**src/rtl/freq_chk_pkg.sv**
```systemverilog
// Shared types and constants for the frequency window checker.
// Lock FSM encoding, datapath widths, time base.
package freq_chk_pkg;

    localparam int FREQ_W    = 32;
    localparam int ERR_CNT_W = 16;
    localparam longint unsigned NS_PER_SEC = 64'd1000000000;

    typedef enum logic {
        UNLOCK = 1'b0,
        LOCK   = 1'b1
    } lock_state_e;

endpackage

```
**src/rtl/freq_wd_timer.sv**
```systemverilog
// Stall watchdog: counts idle cycles, restarts on kick, holds at terminal.
// expire_o is high in every terminal cycle that has no kick.
module freq_wd_timer #(
    parameter int unsigned CYC = 50
) (
    input  logic clk_i,
    input  logic rst_i,
    input  logic kick_i,
    output logic expire_o
);

    localparam int W = (CYC > 1) ? $clog2(CYC) : 1;
    localparam logic [W-1:0] TERM = W'(CYC - 1);

    logic [W-1:0] cnt_q, cnt_d;

    always_comb begin
        cnt_d    = cnt_q;
        expire_o = 1'b0;
        if (kick_i) begin
            cnt_d = '0;
        end else if (cnt_q == TERM) begin
            expire_o = 1'b1;
        end else begin
            cnt_d = cnt_q + 1'b1;
        end
    end

    always_ff @(posedge clk_i or posedge rst_i) begin
        if (rst_i) begin
            cnt_q <= '0;
        end else begin
            cnt_q <= cnt_d;
        end
    end

endmodule

```
**src/rtl/freq_window_check.sv**
```systemverilog
// Window check, lock hysteresis and stall watchdog on measured frequency.
// FREQ_WINDOW_HIST_EN adds min/max history outputs.
module freq_window_check
    import freq_chk_pkg::*;
#(
    parameter int SYS_PRD_NS      = 10,
    parameter int LOCK_CNT        = 3,
    parameter int LOSS_CNT        = 2,
    parameter int TIMEOUT_SEC     = 3,
    parameter int TIMEOUT_CYC_OVR = 0
) (
    input  logic                 SYS_CLK_I,
    input  logic                 SYS_RST_I,
    input  logic [FREQ_W-1:0]    FREQ_HZ_I,
    input  logic                 FREQ_VLD_I,
    input  logic [FREQ_W-1:0]    FREQ_MIN_I,
    input  logic [FREQ_W-1:0]    FREQ_MAX_I,
    input  logic                 CLR_I,
`ifdef FREQ_WINDOW_HIST_EN
    output logic [FREQ_W-1:0]    FREQ_MIN_SEEN_O,
    output logic [FREQ_W-1:0]    FREQ_MAX_SEEN_O,
`endif
    output logic                 LOCKED_O,
    output logic                 LOCK_CHG_O,
    output logic                 STALE_O,
    output logic [FREQ_W-1:0]    FREQ_LAST_O,
    output logic [ERR_CNT_W-1:0] ERR_CNT_O
);

    localparam longint unsigned TIMEOUT_CYC_DER =
        64'(TIMEOUT_SEC) * NS_PER_SEC / 64'(SYS_PRD_NS);
    localparam int unsigned TIMEOUT_CYC = (TIMEOUT_CYC_OVR != 0) ?
        32'(TIMEOUT_CYC_OVR) : 32'(TIMEOUT_CYC_DER);
    localparam logic [7:0] LOCK_TGT = 8'(LOCK_CNT);
    localparam logic [7:0] LOSS_TGT = 8'(LOSS_CNT);

    lock_state_e          state_q, state_d;
    logic [7:0]           in_cnt_q, in_cnt_d;
    logic [7:0]           loss_cnt_q, loss_cnt_d;
    logic                 locked_q, locked_d;
    logic                 lock_chg_q, lock_chg_d;
    logic                 stale_q, stale_d;
    logic [FREQ_W-1:0]    freq_last_q, freq_last_d;
    logic [ERR_CNT_W-1:0] err_cnt_q, err_cnt_d;
    logic                 in_range;
    logic                 wd_expire;

    freq_wd_timer #(
        .CYC(TIMEOUT_CYC)
    ) u_wd (
        .clk_i   (SYS_CLK_I),
        .rst_i   (SYS_RST_I),
        .kick_i  (FREQ_VLD_I),
        .expire_o(wd_expire)
    );

    assign in_range = (FREQ_HZ_I >= FREQ_MIN_I) && (FREQ_HZ_I <= FREQ_MAX_I);

    always_comb begin
        state_d     = state_q;
        in_cnt_d    = in_cnt_q;
        loss_cnt_d  = loss_cnt_q;
        locked_d    = locked_q;
        lock_chg_d  = 1'b0;
        stale_d     = stale_q;
        freq_last_d = freq_last_q;
        // Clear applies before a same-cycle error is counted.
        err_cnt_d   = CLR_I ? '0 : err_cnt_q;
        if (FREQ_VLD_I) begin
            freq_last_d = FREQ_HZ_I;
            stale_d     = 1'b0;
            if (!in_range && (err_cnt_d != '1)) begin
                err_cnt_d = err_cnt_d + 1'b1;
            end
            case (state_q)
                UNLOCK: begin
                    if (!in_range) begin
                        in_cnt_d = '0;
                    end else begin
                        loss_cnt_d = '0;
                        if (in_cnt_q + 8'd1 == LOCK_TGT) begin
                            state_d    = LOCK;
                            locked_d   = 1'b1;
                            lock_chg_d = 1'b1;
                            in_cnt_d   = '0;
                        end else begin
                            in_cnt_d = in_cnt_q + 8'd1;
                        end
                    end
                end
                LOCK: begin
                    if (in_range) begin
                        loss_cnt_d = '0;
                    end else if (loss_cnt_q + 8'd1 == LOSS_TGT) begin
                        state_d    = UNLOCK;
                        locked_d   = 1'b0;
                        lock_chg_d = 1'b1;
                        loss_cnt_d = '0;
                    end else begin
                        loss_cnt_d = loss_cnt_q + 8'd1;
                    end
                end
            endcase
        end else if (wd_expire) begin
            stale_d    = 1'b1;
            state_d    = UNLOCK;
            in_cnt_d   = '0;
            loss_cnt_d = '0;
            locked_d   = 1'b0;
            lock_chg_d = (state_q == LOCK);
        end
    end

    always_ff @(posedge SYS_CLK_I or posedge SYS_RST_I) begin
        if (SYS_RST_I) begin
            state_q     <= UNLOCK;
            in_cnt_q    <= '0;
            loss_cnt_q  <= '0;
            locked_q    <= 1'b0;
            lock_chg_q  <= 1'b0;
            stale_q     <= 1'b0;
            freq_last_q <= '0;
            err_cnt_q   <= '0;
        end else begin
            state_q     <= state_d;
            in_cnt_q    <= in_cnt_d;
            loss_cnt_q  <= loss_cnt_d;
            locked_q    <= locked_d;
            lock_chg_q  <= lock_chg_d;
            stale_q     <= stale_d;
            freq_last_q <= freq_last_d;
            err_cnt_q   <= err_cnt_d;
        end
    end

    assign LOCKED_O    = locked_q;
    assign LOCK_CHG_O  = lock_chg_q;
    assign STALE_O     = stale_q;
    assign FREQ_LAST_O = freq_last_q;
    assign ERR_CNT_O   = err_cnt_q;

`ifdef FREQ_WINDOW_HIST_EN
    logic [FREQ_W-1:0] min_seen_q, min_seen_d;
    logic [FREQ_W-1:0] max_seen_q, max_seen_d;

    always_comb begin
        min_seen_d = CLR_I ? '1 : min_seen_q;
        max_seen_d = CLR_I ? '0 : max_seen_q;
        if (FREQ_VLD_I) begin
            if (FREQ_HZ_I < min_seen_d) min_seen_d = FREQ_HZ_I;
            if (FREQ_HZ_I > max_seen_d) max_seen_d = FREQ_HZ_I;
        end
    end

    always_ff @(posedge SYS_CLK_I or posedge SYS_RST_I) begin
        if (SYS_RST_I) begin
            min_seen_q <= '1;
            max_seen_q <= '0;
        end else begin
            min_seen_q <= min_seen_d;
            max_seen_q <= max_seen_d;
        end
    end

    assign FREQ_MIN_SEEN_O = min_seen_q;
    assign FREQ_MAX_SEEN_O = max_seen_q;
`endif

endmodule
```
**config.mk**
```make
export PLATFORM = sky130hd
export DESIGN_NAME = freq_window_check
export DESIGN_NICKNAME = d
export VERILOG_FILES = /design/src/rtl/freq_chk_pkg.sv /design/src/rtl/freq_wd_timer.sv /design/src/rtl/freq_window_check.sv
export SDC_FILE = /design/constraint.sdc
export NUM_CORES = 1
export LEC_CHECK = 0
export ABC_AREA = 1
export ABC_CLOCK_PERIOD_IN_PS = 4000
export CORE_ASPECT_RATIO = 0.75
export CORE_MARGIN = 4
export CORE_UTILIZATION = 25
export DETAILED_ROUTE_END_ITERATION = 6
export GPL_ROUTABILITY_DRIVEN = 0
export GPL_TIMING_DRIVEN = 0
export PLACE_DENSITY = 0.45
export SYNTH_ARGS = -nofsm -noshare
export SYNTH_HDL_FRONTEND = slang
export SYNTH_SLANG_ARGS = --single-unit
```
**constraint.sdc**
```tcl
create_clock -name SYS_CLK_I -period 4 [get_ports SYS_CLK_I]
set_input_delay 0.8 -clock SYS_CLK_I [delete_from_list [all_inputs] [get_ports SYS_CLK_I]]
set_output_delay 0.8 -clock SYS_CLK_I [all_outputs]
set_load 0.02 [all_outputs]
```
==> qor.txt <==
Startpoint Class: input pin
Critical Path Sink Type: flip-flop
Post-detailed-placement half-perimeter wirelength: 16400 µm
Total negative slack: 0 ns
Inst Count DP: 1468
Vertical die dimension: 152 µm
Number of nets in the layout: 1298
Worst reg2reg endpoint: ERR_CNT_O[12]$_DFF_PP0_
TritonCTS buffer count: 9
Total number of vias: 6421
Final Cycle Share: 78.1%
ANT nets after route: 0
Maximum clock skew at final layout: 0.0113 ns
Unrepaired setup endpoints after global routing: no
Peak supply drop: 0.000178 V
Register bit count reported by yosys: 97
Worst min-delay path class: flip-flop to flip-flop
Final global-route overflow total: 0
Power share of the combinational group: 22.9%
Reported leakage power: 4.57 nW
# fillers: 2974
Antenna violations before repair: 0
Iter 0 DRT Violations: 255
Core footprint: 27100 µm²
Pin count of the biggest net entering global routing: 55
Utilization after layout: 33.9%
Post-DR vias/cell: 4.33
Post-CTS Repair Setup Buffers: 0
Synthesized area: 6900 µm²
Data required, critical path: 4.30 ns
Number of hold buffers added after CTS: 0
Data arrival, critical path: 3.42 ns
Vias in the first global route: 6424
Most used cell, CP: sky130_fd_sc_hd__nand2_1
Min Tclk post-route: 3.12 ns
Cell family with most CP delay: simple AND/OR/NAND/NOR gates
Reg-to-reg setup timing slack: 1.71 ns
Worst Reg2Reg Path Length in Cells: 14
Post-layout total power: 0.00262 W
Synthesis-to-finish area growth: 33.1%
Cell-internal power: 0.00184 W
EDFF count, synth: 0
FFs w/ async S/R, synth: 100%
Synthesized area per cell: 7.14 µm²
Status: finished, final reports clean
Post-layout instance count excluding filler cells: 1483
Total net switching power: 0.000776 W
DIE AREA: 30400 µm²
Cell depth of the worst hold path: 2
Post-synthesis instance total: 966
Clk pwr share: 36.5%
Quantity of I/O buffers inserted on ports: 150
Clock input transition at the sequential cells of the worst setup and hold paths: 0.08 ns
Worst Min Path Start: FREQ_LAST_O[8]$_DFFE_PP0P_
Antenna diode count: 0
Cell at the root of the clock tree: sky130_fd_sc_hd__clkbuf_16
Final setup viols: 0
Hold Vio Cnt, Final: 0
Share of layout cells above drive strength 1: 5.12%
Die extent in x: 200 µm
Global-route wire length before repair: 33600 µm
Flop pwr share: 40.6%
CTS tree: done
Maximum capacitance violations: 0
H-tree levels: 3
Clk_lat worst skew: 0.35 ns
Maximum net fanout on the critical path: 10
Slew at the pin closest to its max-slew limit: 0.753 ns
Total routed wirelength: 20400 µm
Worst setup path class: input pin to flip-flop
Number of unique standard cell types used by synthesis: 42
Number of standard-cell rows in the floorplan: 52
Register area share after synthesis: 35.2%
Switching power share of the total: 29.6%
Cell Pwr Density: 285 nW/µm²
Max Transition Viols Final: 0
Post-detailed-route DRC marker count: 0
Worst R2R Start: ERR_CNT_O[0]$_DFF_PP0_
Worst Hold Path EP: FREQ_LAST_O[8]$_DFFE_PP0P_
Max Root-Sink Buffers: 2
PostCTS Resize Cnt: 0
Initial core utilization: 25.5%
Max frequency: 0.320 GHz
Critical-path cell with the highest stage delay: sky130_fd_sc_hd__clkdlybuf4s50_1
Syn nets: 1136
Most used DFF post-synth: sky130_fd_sc_hd__dfrtp_1
Logic depth of the worst path, buffers included: 15
Relative slew slack: 49.6%
Total of warnings raised by yosys: 0
Worst slack on hold paths: 0.474 ns
Clk sinks: 97
Ordered list of cells on the worst path: clkdlybuf4s50_1 -> ha_1 -> nand2_1 -> nor2_1 -> nand2_1 -> nor2_1 -> nand2_1 -> nand2_1 -> nand2_1 -> nand2_1 -> clkbuf_1 -> nand3_1 -> nand2_1 -> nand2_1 -> nand2_1
Maximum cell stage delay along the critical path: 0.49 ns
Buf+Inv Stages, Crit Path: 2
GRT Total Usage: 13.7%
I/O pin count: 151
Total iterations of the first detailed-routing run: 5
Per-cell routed wire length: 13.8 µm
## metrics by stage
step | setup slack, ns | area, µm²
after floorplan | 0.666 | 6900
after global placement | -1.37 | 8840
after detailed placement | 0.490 | 8870
after CTS | 0.866 | 9190
after global routing | 0.632 | 9190
final | 0.876 | 9190
## cell usage after synthesis, types with 3 or more instances
master / n / area share [%]
sky130_fd_sc_hd__xnor2_1: 3 / 0.38
sky130_fd_sc_hd__nor2_2: 5 / 0.45
sky130_fd_sc_hd__clkbuf_1: 11 / 0.60
sky130_fd_sc_hd__dfrtp_1: 97 / 35
sky130_fd_sc_hd__nand3_1: 45 / 3.3
sky130_fd_sc_hd__o21a_1: 5 / 0.54
sky130_fd_sc_hd__nand2_1: 313 / 17
sky130_fd_sc_hd__inv_1: 134 / 7.3
sky130_fd_sc_hd__o21bai_1: 3 / 0.33
sky130_fd_sc_hd__o21ai_1: 17 / 1.2
sky130_fd_sc_hd__xor2_1: 27 / 3.4
sky130_fd_sc_hd__nor2_1: 84 / 4.6
sky130_fd_sc_hd__inv_2: 16 / 0.87
sky130_fd_sc_hd__o22ai_1: 3 / 0.27
sky130_fd_sc_hd__a31oi_1: 3 / 0.27
sky130_fd_sc_hd__o21ai_0: 12 / 0.87
sky130_fd_sc_hd__nor4_1: 8 / 0.73
sky130_fd_sc_hd__nor3_2: 5 / 0.73
sky130_fd_sc_hd__a21oi_1: 42 / 3.0
sky130_fd_sc_hd__nor3_1: 13 / 0.94
sky130_fd_sc_hd__nand4_1: 16 / 1.5
sky130_fd_sc_hd__ha_1: 70 / 13
sky130_fd_sc_hd__buf_2: 5 / 0.36
sky130_fd_sc_hd__o31ai_1: 3 / 0.33
## sequential cells by signal (all words and copies together), names as in the netlist
name         cells
loss_cnt_q       8
in_cnt_q         8
LOCKED_O         1
ERR_CNT_O       16
LOCK_CHG_O       1
u_wd.cnt_q      29
state_q          1
FREQ_LAST_O     32
STALE_O          1
## metal layers
metal  GRT usage [%]  vias to the layer above  part of all wire [%]
li1                -                     3393                     -
met1            20.2                     2890                    52
met2            19.4                      124                    40
met3            4.63                       14                   7.0
met4            2.59                        0                  0.92
met5               0                        -                     0
## cell usage in the layout, fill, tap and decap left out, types with 5 or more instances in the layout
cell type / n
sky130_fd_sc_hd__nand4_1: 16
sky130_fd_sc_hd__o21ai_0: 12
sky130_fd_sc_hd__inv_1: 133
sky130_fd_sc_hd__clkbuf_16: 9
sky130_fd_sc_hd__xor2_1: 27
sky130_fd_sc_hd__nor3_2: 5
sky130_fd_sc_hd__a21oi_1: 42
sky130_fd_sc_hd__nand2_1: 313
sky130_fd_sc_hd__nor2_1: 84
sky130_fd_sc_hd__o21a_1: 5
sky130_fd_sc_hd__inv_2: 16
sky130_fd_sc_hd__o21ai_1: 17
sky130_fd_sc_hd__nand3_1: 45
sky130_fd_sc_hd__nor3_1: 13
sky130_fd_sc_hd__dfrtp_1: 97
sky130_fd_sc_hd__nor4_1: 8
sky130_fd_sc_hd__ha_1: 70
sky130_fd_sc_hd__nor2_2: 5
sky130_fd_sc_hd__clkdlybuf4s50_1: 150
sky130_fd_sc_hd__clkbuf_1: 11
sky130_fd_sc_hd__buf_2: 5
## power by group through the flow
stage / clock [W] / combinational, W / sequential [W]
floorplan: 0 / 0.000268 / 0.00112
global placement: 0 / 0.000606 / 0.00108
detailed placement: 0 / 0.000612 / 0.00108
CTS: 0.000993 / 0.000615 / 0.00106
global route: 0.00103 / 0.000682 / 0.00107
finish: 0.000956 / 0.000601 / 0.00106
## area by class of cell
cell class	instances	area [µm²]	area share, %
multi-input combinational	697	3810	41.4
sequential	97	2430	26.4
timing repair buffer	151	1530	16.6
inverter	152	573	6.24
tap	351	439	4.78
clock buffer	9	225	2.45
buffer	20	96.3	1.05
clock inverter	6	90.1	0.981
## tightest hold or removal path, cell delays in order, from the launching register on
cell and delay [ns]:
sky130_fd_sc_hd__dfrtp_1 0.35, sky130_fd_sc_hd__nand2_1 0.05, sky130_fd_sc_hd__nand2_1 0.05
## logic make-up (layout without fill, tap and decap cells)
family                   after synthesis  after routing  share of synthesized area [%]
AND/OR/NAND/NOR                      503            503                           31.1
buffers and inverters                172            338                           9.66
flip-flops                            97             97                           35.2
AO/OA/AOI/OAI                         94             94                           7.61
adder cells (fa/ha/maj)               70             70                           12.7
XOR/XNOR                              30             30                           3.81
## worst max-delay path by stage
stage,slack (ns),to,from
after detailed placement,0.49,ERR_CNT_O[14]$_DFF_PP0_,FREQ_HZ_I[3]
final,0.88,ERR_CNT_O[14]$_DFF_PP0_,FREQ_HZ_I[31]
after floorplan,0.67,ERR_CNT_O[0]$_DFF_PP0_,SYS_RST_I
after CTS,0.87,ERR_CNT_O[14]$_DFF_PP0_,FREQ_HZ_I[31]
after global placement,-1.37,in_cnt_q[4]$_DFFE_PP0P_,SYS_RST_I
after global routing,0.63,ERR_CNT_O[14]$_DFF_PP0_,FREQ_HZ_I[31]
Power figures use the tool's default switching activity.
